<file path="src/rtl/itch_pkg.sv">
// Shared constants and types for the ITCH message dispatcher and its type decoder.
package itch_pkg;

  localparam int CNT_W_DEFAULT = 4;

  localparam logic [7:0] TYPE_ORDER_DELETE   = 8'h44;  // 'D'
  localparam logic [7:0] TYPE_ADD_ORDER      = 8'h41;  // 'A'
  localparam logic [7:0] TYPE_ORDER_EXECUTED = 8'h45;  // 'E'
  localparam logic [7:0] TYPE_ORDER_REPLACE  = 8'h55;  // 'U'
  localparam logic [7:0] TYPE_TIME_SECONDS   = 8'h54;  // 'T'

  localparam int START_W = 5;
  // Bit positions inside the one-hot start vector.
  localparam int BIT_DELETE   = 0;
  localparam int BIT_ADD      = 1;
  localparam int BIT_EXECUTED = 2;
  localparam int BIT_REPLACE  = 3;
  localparam int BIT_SECONDS  = 4;

  typedef logic [START_W-1:0] start_vec_t;

  typedef enum logic [1:0] {
    ST_IDLE   = 2'd0,
    ST_HEADER = 2'd1,
    ST_BODY   = 2'd2,
    ST_DRAIN  = 2'd3
  } state_e;

endpackage

</file>
<file path="src/rtl/itch_type_decoder.sv">
// Combinational decode of the ITCH message-type byte into a one-hot start vector.
module itch_type_decoder
  import itch_pkg::*;
(
  input  logic [7:0] type_byte_i,
  output start_vec_t start_vec_o,
  output logic       unknown_o
);

  // Byte-to-one-hot lookup; anything outside the five handled codes is unknown.
  always_comb begin
    start_vec_o = '0;
    unknown_o   = 1'b0;
    case (type_byte_i)
      TYPE_ORDER_DELETE:   start_vec_o[BIT_DELETE]   = 1'b1;
      TYPE_ADD_ORDER:      start_vec_o[BIT_ADD]      = 1'b1;
      TYPE_ORDER_EXECUTED: start_vec_o[BIT_EXECUTED] = 1'b1;
      TYPE_ORDER_REPLACE:  start_vec_o[BIT_REPLACE]  = 1'b1;
      TYPE_TIME_SECONDS:   start_vec_o[BIT_SECONDS]  = 1'b1;
      default:             unknown_o                 = 1'b1;
    endcase
  end

endmodule

</file>
<file path="src/rtl/itch_msg_dispatcher.sv">
// ITCH dispatcher: re-times beats, tracks beat index, raises per-type start flags.
// Optional ITCH_DISPATCH_STATS_EN adds msgCount/errCount statistics outputs.
module itch_msg_dispatcher
  import itch_pkg::*;
#(
  parameter int CNT_W     = CNT_W_DEFAULT,
  parameter int TYPE_BEAT = 8,
  parameter int TYPE_LANE = 0,
  parameter int MIN_BEATS = 11
) (
  input  logic             clk,
  input  logic             rst_n,
  input  logic [63:0]      dataIn,
  input  logic             dataValid,
  input  logic             sop,
  input  logic             eop,
  output logic [63:0]      dataOut,
  output logic             outValid,
  output logic [CNT_W-1:0] counter,
  output logic             startOrderDelete,
  output logic             startAddOrder,
  output logic             startOrderExecuted,
  output logic             startOrderReplace,
  output logic             startTimeSeconds,
  output logic             unknownType,
  output logic             truncated
`ifdef ITCH_DISPATCH_STATS_EN
  ,output logic [15:0]     msgCount
  ,output logic [15:0]     errCount
`endif
);

  localparam logic [CNT_W-1:0] CNT_MAX  = {CNT_W{1'b1}};
  localparam logic [CNT_W-1:0] TYPE_IDX = CNT_W'(TYPE_BEAT);
  localparam logic [CNT_W-1:0] LAST_OK  = CNT_W'(MIN_BEATS - 1);

  state_e           state_q, state_d, eff_state_s;
  logic [63:0]      data_q;
  logic             valid_q;
  logic [CNT_W-1:0] cnt_q, cnt_d;
  start_vec_t       flags_q, flags_d, dec_vec_s;
  logic             unk_q, unk_d, trunc_q, trunc_d, dec_unknown_s, in_pkt_s;

  itch_type_decoder u_dec (
    .type_byte_i (dataIn[8*TYPE_LANE +: 8]),
    .start_vec_o (dec_vec_s),
    .unknown_o   (dec_unknown_s)
  );

  // A sop always opens a header, even when it interrupts a packet in progress.
  assign eff_state_s = sop ? ST_HEADER : state_q;
  assign in_pkt_s    = sop || (state_q != ST_IDLE);

  // Next-state, beat index, flag and error-pulse computation.
  always_comb begin
    state_d = state_q;
    cnt_d   = cnt_q;
    flags_d = flags_q;
    unk_d   = 1'b0;
    trunc_d = 1'b0;
    if (dataValid) begin
      cnt_d   = sop ? '0 : ((cnt_q == CNT_MAX) ? CNT_MAX : cnt_q + 1'b1);
      flags_d = '0;
      trunc_d = sop && (state_q != ST_IDLE);
      case (eff_state_s)
        ST_HEADER: begin
          if (cnt_d == TYPE_IDX) begin
            if (dec_unknown_s) begin
              unk_d   = 1'b1;
              state_d = ST_DRAIN;
            end else begin
              flags_d = dec_vec_s;
              state_d = ST_BODY;
            end
          end else begin
            state_d = ST_HEADER;
          end
        end
        ST_BODY:  flags_d = flags_q;
        ST_DRAIN: flags_d = '0;
        ST_IDLE:  flags_d = '0;
        default:  state_d = ST_IDLE;
      endcase
      if (in_pkt_s && eop) begin
        state_d = ST_IDLE;
        trunc_d = trunc_d || (cnt_d < LAST_OK);
      end else begin
        state_d = state_d;
      end
    end else if (state_q == ST_IDLE) begin
      // Flags clear the cycle after eop even if the line goes idle.
      flags_d = '0;
    end else begin
      flags_d = flags_q;
    end
  end

  // Output and state registers.
  always_ff @(posedge clk or negedge rst_n) begin
    if (!rst_n) begin
      state_q <= ST_IDLE;
      data_q  <= 64'd0;
      valid_q <= 1'b0;
      cnt_q   <= '0;
      flags_q <= '0;
      unk_q   <= 1'b0;
      trunc_q <= 1'b0;
    end else begin
      state_q <= state_d;
      data_q  <= dataIn;
      valid_q <= dataValid;
      cnt_q   <= cnt_d;
      flags_q <= flags_d;
      unk_q   <= unk_d;
      trunc_q <= trunc_d;
    end
  end

  assign dataOut            = data_q;
  assign outValid           = valid_q;
  assign counter            = cnt_q;
  assign startOrderDelete   = flags_q[BIT_DELETE];
  assign startAddOrder      = flags_q[BIT_ADD];
  assign startOrderExecuted = flags_q[BIT_EXECUTED];
  assign startOrderReplace  = flags_q[BIT_REPLACE];
  assign startTimeSeconds   = flags_q[BIT_SECONDS];
  assign unknownType        = unk_q;
  assign truncated          = trunc_q;

`ifdef ITCH_DISPATCH_STATS_EN
  logic [15:0] msg_q, err_q;
  logic        msg_inc_s;

  // A packet counts as delivered when its eop beat still carries a start flag.
  assign msg_inc_s = dataValid && in_pkt_s && eop && (flags_d != '0);

  // Statistics counters, wrapping modulo 2**16.
  always_ff @(posedge clk or negedge rst_n) begin
    if (!rst_n) begin
      msg_q <= 16'd0;
      err_q <= 16'd0;
    end else begin
      msg_q <= msg_q + {15'd0, msg_inc_s};
      err_q <= err_q + {15'd0, unk_d} + {15'd0, trunc_d};
    end
  end

  assign msgCount = msg_q;
  assign errCount = err_q;
`endif

endmodule

</file>
<file path="config.mk">
export PLATFORM = sky130hd
export DESIGN_NAME = itch_msg_dispatcher
export DESIGN_NICKNAME = d
export VERILOG_FILES = /design/src/rtl/itch_pkg.sv /design/src/rtl/itch_type_decoder.sv /design/src/rtl/itch_msg_dispatcher.sv
export SDC_FILE = /design/constraint.sdc
export NUM_CORES = 1
export LEC_CHECK = 0
export ABC_AREA = 1
export CORE_UTILIZATION = 40
export DETAILED_ROUTE_END_ITERATION = 8
export GPL_TIMING_DRIVEN = 0
export HOLD_SLACK_MARGIN = 0.02
export PLACE_DENSITY = 0.84
export SLEW_MARGIN = 40
export SYNTH_ARGS = -nofsm -noshare
export SYNTH_HDL_FRONTEND = slang
export SYNTH_SLANG_ARGS = --single-unit
</file>
<file path="constraint.sdc">
create_clock -name clk -period 3.5 [get_ports clk]
set_input_delay 0.7 -clock clk [delete_from_list [all_inputs] [get_ports clk]]
set_output_delay 0.7 -clock clk [all_outputs]
set_load 0.02 [all_outputs]
</file>
; Word level (Yosys, flattened, before mapping)
; Cells that the tools add are included.
; W data, S select, Z words.
[classes]
n_lt_le_gt_ge = 1
add_sub_neg = 1
n_reduce_logical = 13
mux = 23
eq_ne = 11
[ops]
columns = cell, count
row1 = $eq A8 B7 Y1 const B, 5
row2 = $mux W5, 4
row3 = $mux W1, 12
row4 = $pmux W5 S2, 1
row5 = $eq A4 B4 Y1 const B, 2
row6 = $mux W2, 4
row7 = $mux W4, 2
row8 = $reduce_bool A2 Y1, 3
row9 = $reduce_or A5 Y1, 1
row10 = $add A4 B1 Y4 const B, 1
row11 = $eq A2 B2 Y1 const B, 2
row12 = $logic_not A2 Y1, 2
row13 = $lt A4 B4 Y1 const B, 1
row14 = $reduce_and A2 Y1, 2
row15 = $eq A2 B1 Y1 const B, 1
row16 = $logic_and A1 B1 Y1, 2
row17 = $logic_or A1 B1 Y1, 2
row18 = $ne A2 B2 Y1 const B, 1
row19 = $reduce_or A2 Y1, 1
[word_totals]
out_inout_bits = 76
register_bits = 78
word_cells = 56
inputBits = 69

; Longest topological paths before layout
; Gate-level depths: netlist of run 1.
[logic_depth]
word_depth = 7
ltp_mapped = 11
depth_no_buf = 11

; Modules after synthesis
; A second synthesis of run 1 with hierarchy kept.
[unflattened]
cells_unflattened = 189
area_unflattened_um2 = 2504.9
[modules_own_cells]
columns = module, area_per_inst_um2, seq_area_each_um2, cells_per_inst, instances
row1 = itch_msg_dispatcher, 2371.0, 1951.9, 157, 1
row2 = itch_type_decoder, 133.9, 0.0, 32, 1

; Least setup slack after synthesis of run 1
; No wires, ideal clock.
[synth_path]
kind = input port to flip-flop
start = input sop
end = register flags_q[3]
slack_ns = 1.828
t_required_ns = 3.435
cell_stages = 10
t_arrival_ns = 1.607
setup_time_ns = 0.065
path_buffers = 0
path_cell_list = nor2_1 inv_1 ha_1 inv_1 nand2_1 nor2_1 inv_1 nor2_1 nand3_1 nand2_1
[synth_between]
elab_chain_len = 5
word_cells_on_any_way = 13
classes_between = eq/ne: 5 / mux: 5 / reduce/logical: 3
[synth_lines]
columns = element, line
row1 = start: declaration, itch_msg_dispatcher.sv:15  ; input logic sop,
row2 = $mux W4 or $mux W2 (tied branches), "itch_msg_dispatcher.sv:62, itch_msg_dispatcher.sv:51"
row3 = "$eq A4 B4 Y1, or another cell as far along", itch_msg_dispatcher.sv:67  ; if (cnt_d == TYPE_IDX) begin
row4 = $mux W5 or $reduce_or A2 Y1 (tied branches), --
row5 = $pmux W5 S2, itch_msg_dispatcher.sv:65  ; case (eff_state_s)
row6 = $mux W5, itch_msg_dispatcher.sv:61  ; if (dataValid) begin
row7 = end signal: assignment, itch_msg_dispatcher.sv:113  ; flags_q <= flags_d;
row8 = end: declaration, itch_msg_dispatcher.sv:41  ; start_vec_t flags_q, flags_d, dec_vec_s;
; Several ways; a longest one is shown, not always the timed one.
; A chain may end at the register's enable or synchronous reset.

; Worst setup path in the final report of run 1
[layout_path]
start = register cnt_q[2], in the netlist counter[2]
end = output counter[2]
[layout_rtl]
columns = element, line
row1 = start: declaration, itch_msg_dispatcher.sv:40  ; logic [CNT_W-1:0] cnt_q, cnt_d;
row2 = start signal: assignment, itch_msg_dispatcher.sv:112  ; cnt_q <= cnt_d;
row3 = end: declaration, itch_msg_dispatcher.sv:19  ; output logic [CNT_W-1:0] counter,
; No word-level cell between the ends.

==> results.md, run 1 <==
| Result | Value | Unit |
|---|---|---|
| Min setup slack post-route | 1.34 | ns |
| Critical Path Stages | 1 | - |
| Combined area of all synthesized cells | 0.00250 | mm2 |
| Overall power | 2.00 | mW |
| Share of post-route cells with drive strength above 1 | 9.57 | % |
| Routed wire per std cell | 15.3 | um |
| Worst path max stage delay | 0.65 | ns |
| Count of maximum capacitance violations | 0 | - |
| Worst relative slew slack | 75.4 | % |
| Antenna diode instance count | 0 | - |
| Die width | 81.1 | um |
| TritonCTS clock tree | yes | - |
| Nets@finish | 412 | - |
| Endpoint type of the worst setup path | primary output | - |
| Max Clock Freq | 0.462 | GHz |
| Cells after Synth | 184 | - |
| Half-perimeter wire length of the detailed placement result | 4.83 | mm |
| TritonRoute pass-1 iters | 4 | - |
| Cells traversed along the worst timing path | clkdlybuf4s50_1 | - |
| Final design area excluding fillers | 0.00429 | mm2 |
| Layout filler cell count | 421 | - |
| Yosys Warn Count | 0 | - |
| Slowest CP cell | sky130_fd_sc_hd__clkdlybuf4s50_1 | - |
| Crit-path max FO | 7 | - |
| Via density per instance | 4.55 | - |
| Residual overflow from global routing | 0 | - |
| Footprint of the multi-input gates | 488 | um2 |
| Setup slack on the worst flop-to-flop path | 1.96 | ns |
| Cell taking the most area after synthesis | sky130_fd_sc_hd__dfrtp_1 | - |
| Run status | complete, no violations | - |
| Hold-fix buffers at CTS | 0 | - |
| Power density cells | 467 | mW/mm2 |
| Distinct cells, synth | 25 | - |
| Worst hold path class | primary input to async pin | - |
| Post-CTS Repair Setup Buffers | 0 | - |
| Max VDD drop | 0.245 | mV |
| Top area cells in the synthesized netlist | sky130_fd_sc_hd__dfrtp_1 78%, sky130_fd_sc_hd__nand2_1 5.6%, sky130_fd_sc_hd__nor2_1 2.3%, sky130_fd_sc_hd__inv_1 2.0%, sky130_fd_sc_hd__ha_1 1.5% | - |
| Number of port buffers | 144 | - |
| Final WL | 6.41 | mm |
| CTS buffer count | 9 | - |
| Share of the yosys chip area belonging to registers | 78.1 | % |
| Vias in the first global route | 1944 | - |
| Count of final setup violators | 0 | - |
| Leakage power | 1.91 | nW |
| Final critical path time including I/O delays and setup | 2.16 | ns |
| Number of cells in the design after placement | 404 | - |
| Global-route wire length before repair | 9.51 | mm |
| Via count | 1910 | - |
| Initial core utilization | 41.7 | % |
| Global-route met1 utilization | 19.2 | % |
| Commonest cells in the synthesized netlist | 78 x sky130_fd_sc_hd__dfrtp_1, 37 x sky130_fd_sc_hd__nand2_1, 15 x sky130_fd_sc_hd__nor2_1 | - |
| I/O pin cnt | 145 | - |
| Synthesized-area fraction occupied by adder cells | 1.50 | % |
| Clk sinks | 78 | - |
| CTS HTree Levels | 3 | - |
| Most common cell in the synthesized netlist | sky130_fd_sc_hd__dfrtp_1 | - |
| Arrival time of the worst setup path | 1.46 | ns |
| Clock-pin slew reported for the worst setup and hold paths after clock tree synthesis | 0.08 | ns |
| Worst setup slack before clock tree synthesis | 1.09 | ns |
| Number of buffer and inverter stages on the critical path | 1 | - |
| Number of rows created at floorplan | 28 | - |
| Hold Fails Final Rpt | 0 | - |
| Latest clock arrival within the worst-skew pair | 0.34 | ns |
| Met2 Track Usage GR | 38.5 | % |
| Critical path required time | 2.80 | ns |
| Critical Setup Path Class | flip-flop to primary output | - |
| Share of the synthesized netlist area taken by xor and xnor gates | 0 | % |
| Cell type group with the largest total delay on the critical path | buffers and inverters | - |
| Maximum number of pins on one net before global-route repair | 67 | - |
| Cell depth of the worst flop-to-flop path | 10 | - |
| Clk root buf | sky130_fd_sc_hd__clkbuf_8 | - |
| Clock tree buffer depth | 2 | - |
| Final Cycle Share | 61.8 | % |
| Post-synth EDFFs | 0 | - |
| Combined flip-flop and latch cell area | 0.00195 | mm2 |
| Placer's final routability congestion estimate | 0.833 | - |
| Asr flop ratio synth | 100 | % |
| Pins Over Slew Limit | 0 | - |
| Area grow syn2layout | 71.4 | % |
| Most frequently used flop master after synthesis | sky130_fd_sc_hd__dfrtp_1 | - |
| Slew at the pin closest to its max-slew limit | 0.370 | ns |
| Net count of the mapped netlist | 256 | - |
| Number of antenna violations at the first check in global routing | 0 | - |
| Simple-gate share of the synthesized area | 14.6 | % |
| Peak-usage layer in the global routing report | met2 | - |
| Largest family of logic cells by synthesized area | simple AND/OR/NAND/NOR gates | - |
| Die height | 81.1 | um |
| Total global routing track utilization | 20.3 | % |
| Number of nets with antenna violations after routing | 0 | - |
| Total core area | 0.00599 | mm2 |
| Post-route DRC violation count | 0 | - |
| Unrepaired setup endpoints after global routing | no | - |
| Met3 usage in global routing | 8.09 | % |
| Clock Skew | 0.00614 | ns |
| Violation count after the first detailed-route iteration | 57 | - |
| Finished Layout Cells | 420 | - |
| Number of gates resized after cts | 0 | - |
| Average size of a mapped cell | 13.6 | um2 |
| Compound-gate portion of the synthesized area | 3.45 | % |
| Multiplexer share of the synthesized area | 0 | % |
| Placed inst area | 0.00406 | mm2 |
| Fraction of synthesized cell area taken by the top area cell type | 78.1 | % |
| Worst Setup Start Kind | flip-flop | - |
| DIE AREA | 0.00657 | mm2 |
| Hold slack | 0.165 | ns |
| Synthesized flop and latch total | 78 | - |
## worst paths after layout
path | start | end
worst min register to register | flags_q[4]$_DFFE_PN0P_ | flags_q[4]$_DFFE_PN0P_
worst max register to register | state_q[0]$_DFFE_PN0P_ | flags_q[2]$_DFFE_PN0P_
max in group asynchronous | rst_n | dataOut[17]$_DFF_PN0_
min in group clk | flags_q[4]$_DFFE_PN0P_ | flags_q[4]$_DFFE_PN0P_
worst max-delay path | counter[2]$_DFFE_PN0P_ | counter[2]
worst min-delay path | rst_n | dataOut[30]$_DFF_PN0_
## state kept, by name, indices dropped and copies added (netlist names)
| name | count |
|---|---|
| flags_q | 5 |
| state_q | 2 |
| unknownType | 1 |
| truncated | 1 |
| dataOut | 64 |
| counter | 4 |
| outValid | 1 |
## cell type report
type                       instances  area share, %
clock inverter                     7           2.28
clock buffer                       9           2.89
buffer                             1         0.0876
timing repair buffer             145           34.3
inverter                          15           1.31
sequential                        78           45.5
tap                               75           2.19
multi-input combinational         90           11.4
## report_power, final
part / switching (mW) / internal [mW]
sequential: 0.0204 / 0.946
clock: 0.324 / 0.404
combinational: 0.147 / 0.161
total: 0.492 / 1.51
## layer usage
metal	routed length, um	part of all wire (%)
met3	629	9.8
met4	92	1.4
met1	2120	33
met2	3560	56
met5	0	0
## cell usage in the layout, fill, tap and decap left out, drive strengths merged
cell and count:
clkdlybuf4s50 143, dfrtp 78, nand2 41, nor2 17, inv 16, clkbuf 10, nand3 10, o21ai 8
ha 3, a21oi 2, o211ai 2, nor3 2, bufinv 2, clkinvlp 2, clkinv 2, buf 2
nand4 1, a31oi 1, nor3b 1, and2 1, o31ai 1
## stage by stage
| step | utilization (%) | TNS, ns |
|---|---|---|
| 2_1_floorplan | - | 0 |
| 3_3_place_gp | 67.4 | -62.22 |
| 3_5_place_dp | 67.8 | 0 |
| 4_1_cts | 71.5 | 0 |
| 5_1_grt | 71.5 | 0 |
| 6_report | 71.5 | 0 |
## logic make-up after synthesis
kind of cell / count (synthesis)
AO/OA/AOI/OAI: 14
buffers and inverters: 16
flip-flops: 78
AND/OR/NAND/NOR: 73
adder cells (fa/ha/maj): 3
(Power assumes the default switching activity.)
==> inputs of run 2 (changes only) <==
Settings changed: CORE_UTILIZATION 40 to 37, PLACE_DENSITY 0.84 to 0.79.
Clock period 3.5 ns to 2 ns, I/O delays scaled along.
==> run 2 against run 1 <==
- the flow now finishes with violations (DRC)
- count of clock-buffer cells in the layout rose by 3
- utilization decreased by 4.6 points
- sequential power increased by 75%
- final cell count rose by 0.71%
- highest routed layer unchanged
- wire length is 2.2% lower
- largest power group unchanged
- global-route usage fell by 1.4 points
- first-iteration DRC count increased by 70%
- hold slack gained 0.32 ns
==> results.md, run 2 (same netlist as run 1, synthesis figures left out) <==
| Result | Value | Unit |
|---|---|---|
| Run status | finished, violations left | - |
| Violations in the final reports | DRC | - |
| Post-route DRC violation count | 29 | - |
| Number of gates resized after cts | 0 | - |
| Setup slack on the worst flop-to-flop path | 0.47 | ns |
| CTS buffer count | 9 | - |
| Share of post-route cells with drive strength above 1 | 9.25 | % |
| Half-perimeter wire length of the detailed placement result | 4.92 | mm |
| Final Cycle Share | 93.7 | % |
| Unrepaired setup endpoints after global routing | no | - |
| Clock tree buffer depth | 2 | - |
| Residual overflow from global routing | 0 | - |
| Clock Skew | 0.00624 | ns |
| Area grow syn2layout | 72.1 | % |
| Via count | 1886 | - |
| Global-route wire length before repair | 9.98 | mm |
| Latest clock arrival within the worst-skew pair | 0.33 | ns |
| Number of nets with antenna violations after routing | 0 | - |
| Final critical path time including I/O delays and setup | 1.87 | ns |
| Worst Setup Start Kind | flip-flop | - |
| Die height | 84.2 | um |
| Placer's final routability congestion estimate | 0.824 | - |
| Startpoint of the worst register-to-register path | state_q[0]$_DFFE_PN0P_ | - |
| Critical path required time | 1.60 | ns |
| Start point of the worst hold path | flags_q[4]$_DFFE_PN0P_ | - |
| Leading cell type in the layout, fill and taps excluded | sky130_fd_sc_hd__clkdlybuf4s50_1 | - |
| Count of final setup violators | 0 | - |
| Number of rows created at floorplan | 29 | - |
| Number of flip-flops in the largest register | 64 | - |
| Clk sinks | 78 | - |
| Pins Over Slew Limit | 0 | - |
| Post-CTS Repair Setup Buffers | 0 | - |
| DIE AREA | 0.00709 | mm2 |
| Max Clock Freq | 0.534 | GHz |
| Slew at the pin closest to its max-slew limit | 0.372 | ns |
| Number of antenna violations at the first check in global routing | 0 | - |
| Antenna diode instance count | 0 | - |
| Maximum number of pins on one net before global-route repair | 43 | - |
| Endpoint of the worst hold path | flags_q[4]$_DFFE_PN0P_ | - |
| Critical Setup Path Class | flip-flop to primary output | - |
| Routed wire per std cell | 14.8 | um |
| Most frequent cells in the layout | 143 x sky130_fd_sc_hd__clkdlybuf4s50_1, 78 x sky130_fd_sc_hd__dfrtp_1, 37 x sky130_fd_sc_hd__nand2_1, 15 x sky130_fd_sc_hd__nor2_1, 13 x sky130_fd_sc_hd__inv_1 | - |
| Final WL | 6.27 | mm |
| Clk root buf | sky130_fd_sc_hd__clkbuf_8 | - |
| Initial core utilization | 38.9 | % |
| Number of buffer and inverter stages on the critical path | 1 | - |
| Die width | 84.2 | um |
| Crit-path max FO | 7 | - |
| Max VDD drop | 0.391 | mV |
| Cells traversed along the worst timing path | clkdlybuf4s50_1 | - |
| Total core area | 0.00642 | mm2 |
| Clock-pin slew reported for the worst setup and hold paths after clock tree synthesis | 0.07 | ns |
| Number of port buffers | 144 | - |
| Overall power | 3.55 | mW |
| Reg-to-reg critical path endpoint | flags_q[3]$_DFFE_PN0P_ | - |
| Cell depth of the worst flop-to-flop path | 10 | - |
| I/O pin cnt | 145 | - |
| Leakage power | 1.92 | nW |
| Worst relative slew slack | 75.2 | % |
| Worst path max stage delay | 0.66 | ns |
| Arrival time of the worst setup path | 1.47 | ns |
| Violation count after the first detailed-route iteration | 97 | - |
| Hold Fails Final Rpt | 0 | - |
| Endpoint type of the worst setup path | primary output | - |
| Total negative slack for setup checks | 0 | ns |
| Worst hold path class | flip-flop to flip-flop | - |
| Nets@finish | 413 | - |
| Count of maximum capacitance violations | 0 | - |
| Total global routing track utilization | 18.9 | % |
| Power density cells | 826 | mW/mm2 |
| TritonCTS clock tree | yes | - |
| CTS HTree Levels | 3 | - |
| Cell type group with the largest total delay on the critical path | buffers and inverters | - |
| TritonRoute pass-1 iters | 6 | - |
| Via density per instance | 4.46 | - |
| Vias in the first global route | 1953 | - |
| Slowest CP cell | sky130_fd_sc_hd__clkdlybuf4s50_1 | - |
| Count of cells along the worst hold path | 2 | - |
## run 2: cell types whose count changed in the layout (fill, tap and decap cells not counted), sizes merged
cell,before,now
clkinvlp,2,0
dlygate4sd3,0,1
clkbuf,10,13
clkinv,2,1
## run 2: final cells by class
type	count	area, um2
fill	472	2120
sequential	78	1950
clock buffer	12	155
inverter	15	56.3
timing repair buffer	146	1470
clock inverter	4	77.6
tap	77	96.3
multi-input combinational	90	488
buffer	1	3.75
## run 2: per-stage QoR
stage / instance area [um2] / std cells / utilization, % / setup WS [ns] / hold WS, ns
6_report: 4300 / 423 / 67.0 / 0.126 / 0.484
5_1_grt: 4300 / 423 / 67.0 / 0.0197 / 0.470
3_5_place_dp: 4060 / 406 / 63.2 / -0.131 / 0.318
2_1_floorplan: 2500 / 184 / - / 0.511 / 0.104
4_1_cts: 4300 / 423 / 67.0 / 0.102 / 0.479
3_3_place_gp: 4040 / 405 / 62.9 / -2.01 / 0.468
## run 2: metal layers
layer,vias up,GRT usage [%],share of wire [%],wire length (um)
met1,898,19.8,35,2180
met3,13,6.00,7.9,494
met5,-,0,0,0
li1,892,-,-,-
met2,83,34.9,55,3460
met4,0,7.68,2.2,139
## run 2: repair_timing
item                                    in CTS  in global routing
hold buffers                                 1                  0
endpoints found under the setup margin       0                  0
hold endpoints to repair                    36                  0
## run 2: worst max-delay path by stage
stage | depth (start not counted) | startpoint | end
final | 1 | counter[2]$_DFFE_PN0P_ | counter[2]
after global routing | 1 | counter[2]$_DFFE_PN0P_ | counter[2]
after CTS | 1 | counter[2]$_DFFE_PN0P_ | counter[2]
after global placement | 1 | rst_n | counter[1]$_DFFE_PN0P_
after floorplan | 9 | counter[0]$_DFFE_PN0P_ | state_q[0]$_DFFE_PN0P_
after detailed placement | 11 | sop | flags_q[3]$_DFFE_PN0P_
## run 2: report_power, final
| group | switching [mW] | internal (mW) | leakage, nW |
|---|---|---|---|
| registers | 0.0342 | 1.66 | 0.934 |
| logic | 0.256 | 0.282 | 0.868 |
| clock network | 0.546 | 0.779 | 0.117 |
| total | 0.837 | 2.72 | 1.92 |
